<file path="config.mk">
export PLATFORM = sky130hd
export DESIGN_NAME = led_top
export DESIGN_NICKNAME = d
export VERILOG_FILES = /design/src/rtl/led_pkg.sv /design/src/rtl/btn_debounce.sv /design/src/rtl/led_top.sv
export SDC_FILE = /design/constraint.sdc
export NUM_CORES = 1
export LEC_CHECK = 0
export CORE_ASPECT_RATIO = 1.2
export CORE_MARGIN = 4
export CORE_UTILIZATION = 50
export DETAILED_ROUTE_END_ITERATION = 6
export PLACE_DENSITY = 0.69
export SYNTH_ARGS = -nofsm -noshare
export SYNTH_HDL_FRONTEND = slang
export SYNTH_HIERARCHICAL = 1
export SYNTH_SLANG_ARGS = --single-unit
</file>
<file path="constraint.sdc">
create_clock -name sclk -period 1.75 [get_ports sclk]
set_input_delay 0.35 -clock sclk [delete_from_list [all_inputs] [get_ports sclk]]
set_output_delay 0.35 -clock sclk [all_outputs]
set_load 0.005 [all_outputs]
</file>
<file path="src/rtl/led_pkg.sv">
// Shared widths and button index constants for the LED counter board.
// Every file of this block imports it.
package led_pkg;

  localparam int NUM_BTN   = 4;
  localparam int LED_W     = 4;

  localparam int BTN_INC   = 0;
  localparam int BTN_DEC   = 1;
  localparam int BTN_CLR   = 2;
  localparam int BTN_BLINK = 3;

  typedef logic [LED_W-1:0] led_t;

endpackage

</file>
<file path="src/rtl/btn_debounce.sv">
// Takes one raw push button through a synchronizer, a level debouncer and a
// rising-edge detector, producing a single-cycle press pulse.
module btn_debounce
  import led_pkg::*;
#(
  parameter int DB_CYCLES = 2
) (
  input  logic sclk,
  input  logic rst_n,
  input  logic btn,
  output logic press
);

  localparam int             CW      = $clog2(DB_CYCLES + 1);
  localparam logic [CW-1:0]  DB_LAST = CW'(DB_CYCLES - 1);

  logic          s1_q, s1_d;
  logic          s2_q, s2_d;
  logic          db_q, db_d;
  logic          db_dly_q, db_dly_d;
  logic [CW-1:0] dbcnt_q, dbcnt_d;

  // The debounced level only moves once s2 has disagreed with it for DB_CYCLES clocks in a row.
  always_comb begin
    s1_d     = btn;
    s2_d     = s1_q;
    db_dly_d = db_q;
    db_d     = db_q;
    dbcnt_d  = dbcnt_q;
    if (s2_q == db_q) begin
      dbcnt_d = '0;
    end else if (dbcnt_q == DB_LAST) begin
      db_d    = s2_q;
      dbcnt_d = '0;
    end else begin
      dbcnt_d = dbcnt_q + 1'b1;
    end
  end

  always_ff @(posedge sclk or negedge rst_n) begin
    if (!rst_n) begin
      s1_q     <= 1'b0;
      s2_q     <= 1'b0;
      db_q     <= 1'b0;
      db_dly_q <= 1'b0;
      dbcnt_q  <= '0;
    end else begin
      s1_q     <= s1_d;
      s2_q     <= s2_d;
      db_q     <= db_d;
      db_dly_q <= db_dly_d;
      dbcnt_q  <= dbcnt_d;
    end
  end

  assign press = db_q & ~db_dly_q;

endmodule

</file>
<file path="src/rtl/led_top.sv">
// Four-button LED counter: increment, decrement, clear and blink toggle,
// with the counter value shown on the LEDs, optionally blinking.
module led_top
  import led_pkg::*;
#(
  parameter int DB_CYCLES = 2,
  parameter int BLINK_DIV = 4
) (
  input  logic               sclk,
  input  logic               rst_n,
  input  logic [NUM_BTN-1:0] btn,
  output logic [LED_W-1:0]   led
);

  localparam int            PW        = $clog2(BLINK_DIV + 1);
  localparam logic [PW-1:0] PRESC_TOP = PW'(BLINK_DIV - 1);

  logic               rst_meta_q;
  logic               rst_sync_q;
  logic [NUM_BTN-1:0] press;
  led_t               cnt_q, cnt_d;
  logic               blink_en_q, blink_en_d;
  logic [PW-1:0]      presc_q, presc_d;
  logic               phase_q, phase_d;

  // Reset asserts immediately but releases only on a clock edge.
  always_ff @(posedge sclk or negedge rst_n) begin
    if (!rst_n) begin
      rst_meta_q <= 1'b0;
      rst_sync_q <= 1'b0;
    end else begin
      rst_meta_q <= 1'b1;
      rst_sync_q <= rst_meta_q;
    end
  end

  for (genvar i = 0; i < NUM_BTN; i++) begin : g_btn
    btn_debounce #(
      .DB_CYCLES (DB_CYCLES)
    ) u_btn_debounce (
      .sclk  (sclk),
      .rst_n (rst_sync_q),
      .btn   (btn[i]),
      .press (press[i])
    );
  end

  always_comb begin
    cnt_d = cnt_q;
    if (press[BTN_CLR]) begin
      cnt_d = '0;
    end else if (press[BTN_INC] && press[BTN_DEC]) begin
      cnt_d = cnt_q;
    end else if (press[BTN_INC]) begin
      cnt_d = cnt_q + 1'b1;
    end else if (press[BTN_DEC]) begin
      cnt_d = cnt_q - 1'b1;
    end
  end

  // The prescaler stays at zero on the enabling edge so the first dark half-period is full length.
  always_comb begin
    blink_en_d = blink_en_q ^ press[BTN_BLINK];
    presc_d    = presc_q;
    phase_d    = phase_q;
    if (!blink_en_q || !blink_en_d) begin
      presc_d = '0;
      phase_d = 1'b0;
    end else if (presc_q == PRESC_TOP) begin
      presc_d = '0;
      phase_d = ~phase_q;
    end else begin
      presc_d = presc_q + 1'b1;
    end
  end

  always_ff @(posedge sclk or negedge rst_sync_q) begin
    if (!rst_sync_q) begin
      cnt_q      <= '0;
      blink_en_q <= 1'b0;
      presc_q    <= '0;
      phase_q    <= 1'b0;
    end else begin
      cnt_q      <= cnt_d;
      blink_en_q <= blink_en_d;
      presc_q    <= presc_d;
      phase_q    <= phase_d;
    end
  end

  assign led = (!blink_en_q || phase_q) ? cnt_q : '0;

endmodule

</file>
# After elaboration in Yosys (flattened, before gate mapping)
# Index checks and enable logic that the tools add are counted.
# Widths: inputs -> output; s select.
# classes
n_eq_ne	10
muxes	17
n_bitwise	14
n_reduce_logical	12
add_sub_neg	7
# ops
cell	count
$mux 4	5
$mux 2	8
$reduce_and 2->1	5
$not 1->1	9
$add 2x1->2 const B	4
$eq 2x1->1 const B	4
$mux 3	2
$add 4x1->4 const B	1
$and 1x1->1	4
$eq 1x1->1	4
$sub 4x1->4 const B	1
$add 3x1->3 const B	1
$eq 3x2->1 const B	1
$reduce_bool 3->1	1
$logic_not 1->1	2
$logic_or 1x1->1	2
$mux 1	2
$ne 2x1->1 const B	1
$reduce_bool 2->1	1
$logic_and 1x1->1	1
$xor 1x1->1	1
# word_totals
regBits	35
input_bits	6

# Longest topological paths before layout
# Gate-level depths: netlist of the first run.
# depth
word_depth	6
depth_mapped	6
ltp_nobuf	6

# Modules after synthesis
# Netlist of the first run, hierarchy kept.
# modules_own_cells
mod	n_inst	cells_per_inst	seq_area_each_um2	area_per_inst_um2
btn_debounce	4	12	150.1	210.2
led_top	1	57	275.3	595.6

# Least setup slack after synthesis of the first run
# OpenSTA, ideal clock, no wires.
# synth_timing
path_kind	register -> register
start	register g_btn[0].u_btn_debounce.db_q
end	register cnt_q[3]
t_required_ns	1.614
synth_period_minus_slack_ns	1.845
setup_slack_ns	-0.095
arrival_ns	1.709
setup_ns	0.136
path_stages_with_launch	7
path_cell_list	dfrtp_1 nor2b_1 inv_1 ha_1 and3_1 o2111ai_1 nand4_1
# synth_between
elab_chain_cells	4
# synth_rtl
element	line_no	rtl
from (decl)	btn_debounce.sv:19	logic db_q, db_d;
from (signal assigned)	btn_debounce.sv:44	db_q <= 1'b0;
from (signal assigned)	btn_debounce.sv:50	db_q <= db_d;
$and 1x1->1 (*)	btn_debounce.sv:56	assign press = db_q & ~db_dly_q;
net press[0]	led_top.sv:20	logic [NUM_BTN-1:0] press;
$mux 4 / $logic_and 1x1->1 (equally long branches)	led_top.sv:54, led_top.sv:52	
$mux 4 / $ne 2x1->1 (equally long branches)	-	
$mux 4 / $reduce_and 2->1 (equally long branches)	-	
to (signal assigned)	led_top.sv:84	cnt_q <= cnt_d;
to (decl)	led_top.sv:21	led_t cnt_q, cnt_d;
# Mark *: on every way through the listed nets, which the timed path passes. The rest lies on a longest branch. The select of a mux whose other input is x is not followed.
# A chain may end at the register's enable or synchronous reset.

# Worst setup path in the final report of the first run
# layout_timing
start	register g_btn[0].u_btn_debounce.db_dly_q
end	register cnt_q[3]
# layout_between
elab_chain_cells	5
# layout_rtl
element	line_no	rtl
from (decl)	btn_debounce.sv:20	logic db_dly_q, db_dly_d;
from (signal assigned)	btn_debounce.sv:51	db_dly_q <= db_dly_d;
$not 1->1 (*)	btn_debounce.sv:56	
$and 1x1->1 (*)	btn_debounce.sv:56	
net press[0]	led_top.sv:20	
$mux 4 / $logic_and 1x1->1 (equally long branches)	led_top.sv:54, led_top.sv:52	
$mux 4 / $ne 2x1->1 (equally long branches)	-	
$mux 4 / $reduce_and 2->1 (equally long branches)	-	
# Marks and branches as above.

==> run summary, run 1 <==
antenna-violating nets left: 0
RR Endpoint: cnt_q[3]
synthesized area per cell: 13.68 µm²
fin cells: 159
FF-to-FF path depth: 6
Adder-Cell Fraction of Synth Area: 0.04878
Synth Area in Compound Gates: 0.02962
Worst Path Max Fanout: 5
sequential fraction of design power: 0.432
largest area contributor in the netlist: dfrtp_1
slowest cell on the critical path: dfrtp_1
RSZ-0062 raised after global routing: false
drc violations: 0
most common flop cell mapped by yosys: dfrtp_1
R2R setup slack: 0.12 ns
WP buf/inv: 1
via count: 807
P_leak: 0.0007943 µW
initial drt markers: 11
post-synthesis sequential area ratio: 0.6098
Starting Density: 0.5157
root buffer cell: clkbuf_4
Remaining Overflow, GRT: 0
VDD IR max: 0.9099 mV
async set-reset flop share out of synthesis: 1.000
Sw Share: 0.3342
final hold violations: 0
YS warnings: 6
storage element area: 875.8 µm²
clock buffer depth: 2
minimum clock period: 1.627 ns
highest clock rate: 614.7 MHz
share of post-route cells with drive strength above 1: 0.2160
Max stage delay on crit path: 0.39 ns
critical path required time: 1.95 ns
Worst setup EP type: register
Max Slew Vio Count: 0
Comb power frac: 0.402
initial antenna violation count: 0
PortBufs: 9
Inst Count DP: 150
XOR/XNOR share of the synthesized area: 0.04791
Synth top area share: 0.6098
Post-Synthesis Net Count: 116
NetSw: 947.4 µW
largest cells by area after synthesis: dfrtp_1 61%, mux2_4 4.2%, nor2b_4 3.8%
die width: 56.93 µm
clock skew: 0.01006 ns
synthesized area: 1436 µm²
die area: 3798 µm²
setup TNS: 0 ns
final number of setup-violating endpoints: 0
WS Path Type: reg -> reg
Detailed Place HPWL: 1.488 mm
Routed WL: 1.992 mm
I/O pin count: 10
Startpoint Class: register
power per standard cell area: 1689 nW/µm²
commonest cells in the netlist: 35 x dfrtp_1, 10 x nor2_1, 6 x inv_1, 6 x xnor2_1
nets: 135
CTS Hold Buffers Added: 0
Reg clk slew, reported paths: 0.10 ns
status: complete, no violations
worst-path cell chain: nor2b_2 -> inv_1 -> ha_1 -> a21o_1 -> o2111ai_1 -> nand4_1
average wire per standard cell: 12.53 µm
multiplexer share of the synthesized area: 0.04878
post-synth cell types: 27
first-pass GRT wire length: 3.608 mm
clk sinks: 35
Core Region: 2785 µm²
worst skew pair latency: 0.32 ns
drt pass-1 iters: 5
Die Height: 66.72 µm
largest net degree at the start of global routing: 25
vias in the first global route: 884
Final GP Congestion: 0.7082
Mapped Cells: 105
clock power share: 0.167
post-synthesis simple-gate area fraction: 0.1969
gr usage total: 0.1317
FF-to-FF Start: g_btn[0].u_btn_debounce/db_dly_q
internal power: 1887 µW
maxcap violations: 0
count leader, synth: dfrtp_1
CP delay by family, top: compound AO/OA/AOI/OAI gates
ant diodes: 0
multi-input logic area: 548.0 µm²
routed vias/inst: 5.075
CTS H-tree lvls: 2
synth-to-layout area growth: 16.81%
Fillers: 248
largest family of logic cells by synthesized area: simple AND/OR/NAND/NOR gates
CTS tree: yes
Cell Rows: 21
CTS buffer count: 5
min-delay worst type: in -> async
number of synthesized register bits: 35
number of flops mapped to enable cells by yosys: 0
CP arrival: 1.83 ns
period utilisation layout: 0.9296
layout make-up:
type                            instances  share of cell area
Sequential cell                        35              0.5220
Multi-Input combinational cell         64              0.3266
Timing Repair Buffer                   12             0.07159
Clock buffer                            8             0.04101
Tap cell                               34             0.02535
Inverter                                6             0.01342
worst max path at each step:
| stage | start | end | slack (ns) | cells after the start |
|---|---|---|---|---|
| after floorplan | g_btn[0].u_btn_debounce/db_dly_d | cnt_q[3] | 0.04 | 6 |
| after global placement | g_btn[0].u_btn_debounce/db_dly_d | cnt_q[2] | 0.16 | 6 |
| after detailed placement | g_btn[0].u_btn_debounce/db_dly_d | cnt_q[3] | 0.08 | 6 |
| after CTS | g_btn[0].u_btn_debounce/db_dly_d | cnt_q[3] | 0.06 | 6 |
| after global routing | g_btn[0].u_btn_debounce/db_dly_q | cnt_q[3] | 0.04 | 6 |
| final | g_btn[0].u_btn_debounce/db_dly_q | cnt_q[3] | 0.12 | 6 |
metrics by stage:
step	area (µm²)	utilization	hold WS, ns	total power, µW	setup slack (ns)
after global placement	1599	0.5741	0.1773	2293	0.1563
after global routing	1678	0.6024	0.1456	3062	0.04393
after floorplan	1439	-	0.05441	2068	0.04109
after detailed placement	1599	0.5741	0.1965	2378	0.08486
final	1678	0.6024	0.1809	2834	0.1232
after CTS	1670	0.5997	0.1588	2855	0.06435
metal layers:
| metal | vias to the layer above | GRT usage | part of all wire |
|---|---|---|---|
| li1 | 381 | - | - |
| met2 | 26 | 0.2229 | 0.52 |
| met5 | - | 0 | 0 |
| met3 | 9 | 0.04070 | 0.059 |
| met4 | 0 | 0.1101 | 0.033 |
| met1 | 391 | 0.1302 | 0.38 |
cells by family after synthesis:
logic type	Yosys count
adders and majority gates	5
and+or+nand+nor	41
buffers and inverters	6
AOI/OAI and AO/OA	5
xor gates and xnor gates	7
DFF	35
muxes	5
other	1
what timing repair did:
action                     in CTS  in global routing
resized for setup               5                  0
setup endpoints to repair       4                  1
setup buffers                   0                  1
cloned                          0                  0
flip-flops by register name (all words and copies together) (netlist names):
register                       cells
blink_en_q                         1
cnt_q                              4
g_btn.u_btn_debounce/s2_q          4
g_btn.u_btn_debounce/dbcnt_q       8
phase_q                            1
rst_sync_q                         1
g_btn.u_btn_debounce/db_dly_d      4
rst_meta_q                         1
g_btn.u_btn_debounce/s1_q          4
presc_q                            3
g_btn.u_btn_debounce/db_dly_q      4
cell usage in the layout, fill, tap and decap left out, drive strengths merged, types with 2 or more instances in the layout:
cell,netlist,final
nor2b,9,9
and2,6,6
dlygate4sd2,0,4
nor2,10,10
buf,0,3
xnor2,6,6
and3,2,2
nor3b,4,4
clkbuf,0,8
ha,4,4
nand4,2,2
mux2,4,4
nand2,2,2
nand2b,3,3
dfrtp,35,35
inv,6,6
clkdlybuf4s50,0,5
power groups by stage:
stage	clock (µW)	sequential, µW	combinational, µW
floorplan	0	1190	873
global placement	0	1220	1070
detailed placement	0	1240	1130
CTS	499	1230	1120
global route	541	1260	1260
finish	473	1220	1140
Power figures use the tool's default switching activity.
==> run 2, diff against run 1 <==
Settings changed: SKIP_CTS_REPAIR_TIMING set to 1.
==> run summary, run 2 (synthesis gave the netlist of run 1 again) <==
status: complete, no violations
DP Area: 1599 µm² (unchanged)
maxcap violations: 0 (unchanged)
drc violations: 0 (unchanged)
minimum clock period: 1.627 ns (+0.0002860 ns)
RSZ-0062 raised after global routing: false
Post-Layout Inst Area: 1700 µm² (+1.3%)
Fillers: 240 (-3.2%)
share of post-route cells with drive strength above 1: 0.2222 (+0.006222)
CTS H-tree lvls: 2 (unchanged)
final hold violations: 0 (unchanged)
Starting Density: 0.5157 (unchanged)
clock skew: 0.01005 ns (-0.000006900 ns)
largest register by flop count: g_btn.u_btn_debounce/dbcnt_q
clk sinks: 35 (unchanged)
worst skew pair latency: 0.32 ns (about the same)
antenna-violating nets left: 0 (unchanged)
Cell Rows: 21 (unchanged)
via count: 812 (+0.62%)
root buffer cell: clkbuf_4
initial drt markers: 17 (+6)
synth-to-layout area growth: 18.38%
I/O pin count: 10 (unchanged)
average wire per standard cell: 12.58 µm (+0.42%)
Routed WL: 2.013 mm (+1.1%)
Die Height: 66.72 µm (unchanged)
largest net degree at the start of global routing: 25 (unchanged)
critical path required time: 1.95 ns (about the same)
Worst setup EP type: register
die area: 3798 µm² (unchanged)
clock buffer depth: 2 (unchanged)
Total Power: 2854 µW (+0.69%)
VDD IR max: 0.9113 mV (+0.15%)
final number of setup-violating endpoints: 0 (unchanged)
WS Path Type: reg -> reg
power per standard cell area: 1678 nW/µm² (-0.64%)
first-pass GRT wire length: 3.601 mm (-0.19%)
Inst Count DP: 150 (unchanged)
Max Slew Vio Count: 0 (unchanged)
initial antenna violation count: 0 (unchanged)
nets: 136 (+0.74%)
period utilisation layout: 0.9298 (about the same)
PortBufs: 9 (unchanged)
P_leak: 0.0008475 µW (+6.7%)
CTS tree: yes
Core Region: 2785 µm² (unchanged)
fin cells: 160 (+0.63%)
Startpoint Class: register
routed vias/inst: 5.075 (about the same)
drt pass-1 iters: 4 (-1)
commonest non-fill, non-tap cell in the layout: dfrtp_1
highest clock rate: 614.6 MHz (about the same)
Detailed Place HPWL: 1.488 mm (unchanged)
gr usage total: 0.1313 (-0.0004141)
Remaining Overflow, GRT: 0 (unchanged)
Reg clk slew, reported paths: 0.10 ns (about the same)
most frequent cells in the layout: 35 x dfrtp_1, 10 x nor2_1, 6 x inv_1, 6 x xnor2_1
min-delay worst type: in -> async
number of flip-flops under the largest register name: 8 (unchanged)
Worst Path Max Fanout: 5 (unchanged)
ant diodes: 0 (unchanged)
Final GP Congestion: 0.7082 (unchanged)
vias in the first global route: 883 (-0.11%)
CTS buffer count: 5 (unchanged)
CP arrival: 1.83 ns (about the same)
die width: 56.93 µm (unchanged)
run 2: cell count changes in the layout (fill, tap and decap cells not counted), sizes merged:
cell          before  now
dlygate4sd2        4    0
buf                3    4
dlymetal6s2s       0    4
run 2: layer usage:
metal  wire length [µm]  share of wire  vias up  GRT usage
li1                   -              -      384          -
met1                790           0.39      393     0.1302
met2               1054           0.52       26     0.2214
met3                101          0.050        9    0.04070
met4                 65          0.032        0     0.1101
met5                  0              0        -          0
run 2: path summary, 6_finish.rpt:
path	from	endpoint	slack (ns)	cells past startpoint
max	g_btn[0].u_btn_debounce/db_dly_q	cnt_q[3]	0.12	6
min	rst_n	rst_meta_q	0.18	1
max reg2reg	g_btn[0].u_btn_debounce/db_dly_q	cnt_q[3]	0.12	6
min reg2reg	rst_sync_q	g_btn[3].u_btn_debounce/s1_q	0.18	0
max in group asynchronous	rst_sync_q	cnt_q[0]	1.10	1
min in group sclk	g_btn[2].u_btn_debounce/s1_q	g_btn[2].u_btn_debounce/s2_q	0.36	0
run 2: cell type report:
class | count | area (µm²) | area share
flip-flops and latches | 35 | 875.8 | 0.5151
well taps | 34 | 42.54 | 0.02502
repair buffers | 13 | 142.6 | 0.08389
inverters | 6 | 22.52 | 0.01325
clock buffers | 8 | 68.82 | 0.04047
multi-input cells | 64 | 548.0 | 0.3223
run 2: report_power, final:
group	switching, µW	internal [µW]	total (µW)
logic	532	626	1160
registers	182	1040	1220
clock network	236	236	472
total	950	1900	2850
run 2: critical path: stages, from the launching register on:
cell	delay, ns
dfrtp_1	0.39
nor2b_2	0.12
inv_1	0.09
ha_1	0.37
a21o_1	0.23
o2111ai_1	0.20
nand4_1	0.12
run 2: per-stage QoR:
| stage | TNS, ns | util | hold WS [ns] | setup WS, ns |
|---|---|---|---|---|
| final | 0 | 0.6105 | 0.1809 | 0.1229 |
| after floorplan | 0 | - | 0.05441 | 0.04109 |
| after global routing | 0 | 0.6105 | 0.1456 | 0.04393 |
| after CTS | -0.5617 | 0.5988 | 0.1588 | -0.1431 |
| after global placement | 0 | 0.5741 | 0.1773 | 0.1563 |
| after detailed placement | 0 | 0.5741 | 0.1965 | 0.08486 |
==> run 3, diff against run 2 <==
Settings changed: CTS_BUF_LIST set to sky130_fd_sc_hd__clkbuf_8.
==> run summary, run 3 (synthesis gave the netlist of run 1 again) <==
R2R setup slack: 0.12 ns (about the same)
I/O pin count: 10 (unchanged)
synth-to-layout area growth: 20.56%
antenna-violating nets left: 0 (unchanged)
clock buffer depth: 2 (unchanged)
WP buf/inv: 1 (unchanged)
CTS H-tree lvls: 2 (unchanged)
internal power: 2023 µW (+6.3%)
drc violations: 0 (unchanged)
gr usage total: 0.1320 (+0.0007735)
CTS tree: yes
P_leak: 0.0008646 µW (+2.0%)
Startpoint Class: register
Reg clk slew, reported paths: 0.07 ns (-0.03 ns)
NetSw: 974.7 µW (+2.6%)
die area: 3798 µm² (unchanged)
status: complete, no violations
Remaining Overflow, GRT: 0 (unchanged)
FF-to-FF Start: g_btn[0].u_btn_debounce/db_dly_q
average wire per standard cell: 12.89 µm (+2.4%)
Final GP Congestion: 0.7082 (unchanged)
Worst setup EP type: register
WS Path Type: reg -> reg
power per standard cell area: 1731 nW/µm² (+3.2%)
minimum clock period: 1.628 ns (+0.001002 ns)
Core Region: 2785 µm² (unchanged)
slowest cell on the critical path: dfrtp_1
min-delay worst type: reg -> async
Total Power: 2998 µW (+5.1%)
Worst Path Max Fanout: 5 (unchanged)
VDD IR max: 0.9334 mV (+2.4%)
sequential fraction of design power: 0.409 (-0.020)
routed vias/inst: 5.050 (-0.49%)
dpl ws: 0.08486 ns (unchanged)
nets: 136 (unchanged)
Die Height: 66.72 µm (unchanged)
Final Hold Slack: 0.1813 ns (+0.0003820 ns)
most frequent cells in the layout: 35 x dfrtp_1, 10 x nor2_1, 7 x inv_1, 7 x clkbuf_8, 6 x xnor2_1
largest register by flop count: g_btn.u_btn_debounce/dbcnt_q
end of the critical path: cnt_q[3]
Crit path depth: 6 (unchanged)
clock skew: 0.005178 ns (-0.004874 ns)
via count: 808 (-0.49%)
Max stage delay on crit path: 0.37 ns (-0.02 ns)
RSZ-0062 raised after global routing: false
vias in the first global route: 900 (+1.9%)
highest clock rate: 614.2 MHz (about the same)
initial antenna violation count: 0 (unchanged)
final number of setup-violating endpoints: 0 (unchanged)
die width: 56.93 µm (unchanged)
Max Slew Vio Count: 0 (unchanged)
critical path required time: 1.90 ns (-0.05 ns)
final hold violations: 0 (unchanged)
number of flip-flops under the largest register name: 8 (unchanged)
CP Launch Point: g_btn[0].u_btn_debounce/db_dly_q
ant diodes: 0 (unchanged)
Detailed Place HPWL: 1.488 mm (unchanged)
root buffer cell: clkbuf_8
largest net degree at the start of global routing: 25 (unchanged)
period utilisation layout: 0.9304 (about the same)
Starting Density: 0.5157 (unchanged)
Cell Rows: 21 (unchanged)
CP delay by family, top: compound AO/OA/AOI/OAI gates
clk sinks: 35 (unchanged)
Routed WL: 2.062 mm (+2.4%)
commonest non-fill, non-tap cell in the layout: dfrtp_1
clock power share: 0.205 (+0.040)
first-pass GRT wire length: 3.615 mm (+0.39%)
Comb power frac: 0.386 (-0.020)
drt pass-1 iters: 4 (unchanged)
final worst setup slack: 0.1219 ns (-0.001002 ns)
PortBufs: 9 (unchanged)
maxcap violations: 0 (unchanged)
CTS buffer count: 5 (unchanged)
CP arrival: 1.78 ns (-0.05 ns)
Sw Share: 0.3251 (-0.007665)
worst-path cell chain: nor2b_2 -> inv_1 -> ha_1 -> a21o_1 -> o2111ai_1 -> nand4_1
initial drt markers: 15 (-2)
share of post-route cells with drive strength above 1: 0.2222 (unchanged)
RR Endpoint: cnt_q[3]
worst skew pair latency: 0.28 ns (-0.04 ns)
FF-to-FF path depth: 6 (unchanged)
-- run 3: area by class of cell --
cell class,count,area (µm²)
flip-flops and latches,35,875.8
inverters,6,22.52
repair buffers,13,142.6
well taps,34,42.54
fillers,236,1054
clock buffers,7,96.34
multi-input cells,64,548.0
clock inverters,1,3.754
-- run 3: routing by layer --
| metal | global-route usage | share of wire | wire (µm) |
|---|---|---|---|
| met5 | 0 | 0 | 0 |
| met4 | 0.1217 | 0.030 | 61 |
| met3 | 0.04070 | 0.047 | 96 |
| met2 | 0.2200 | 0.52 | 1078 |
| met1 | 0.1288 | 0.40 | 825 |
-- run 3: per-stage QoR --
stage          area, µm²  utilization  instances  setup TNS, ns
3_5_place_dp        1599       0.5741        150              0
2_1_floorplan       1439            -        105              0
3_3_place_gp        1599       0.5741        150              0
6_report            1732       0.6217        160              0
4_1_cts             1699       0.6101        158        -0.3266
5_1_grt             1732       0.6217        160              0
-- run 3: power groups by stage --
stage,sequential (µW),combinational (µW),clock (µW)
final,1230,1160,613
after CTS,1230,1140,642
after global placement,1220,1070,0
after detailed placement,1240,1130,0
after global routing,1260,1290,677
after floorplan,1190,873,0
-- run 3: worst min path at each step --
stage,from,endpoint,slack [ns],depth (start not counted)
after floorplan,rst_n,rst_meta_q,0.05,0
after global placement,rst_sync_q,g_btn[3].u_btn_debounce/s1_q,0.18,0
after detailed placement,rst_sync_q,g_btn[3].u_btn_debounce/s2_q,0.20,0
after CTS,rst_sync_q,g_btn[3].u_btn_debounce/s2_q,0.20,0
after global routing,rst_n,rst_sync_q,0.21,1
final,rst_sync_q,g_btn[3].u_btn_debounce/s1_q,0.18,0
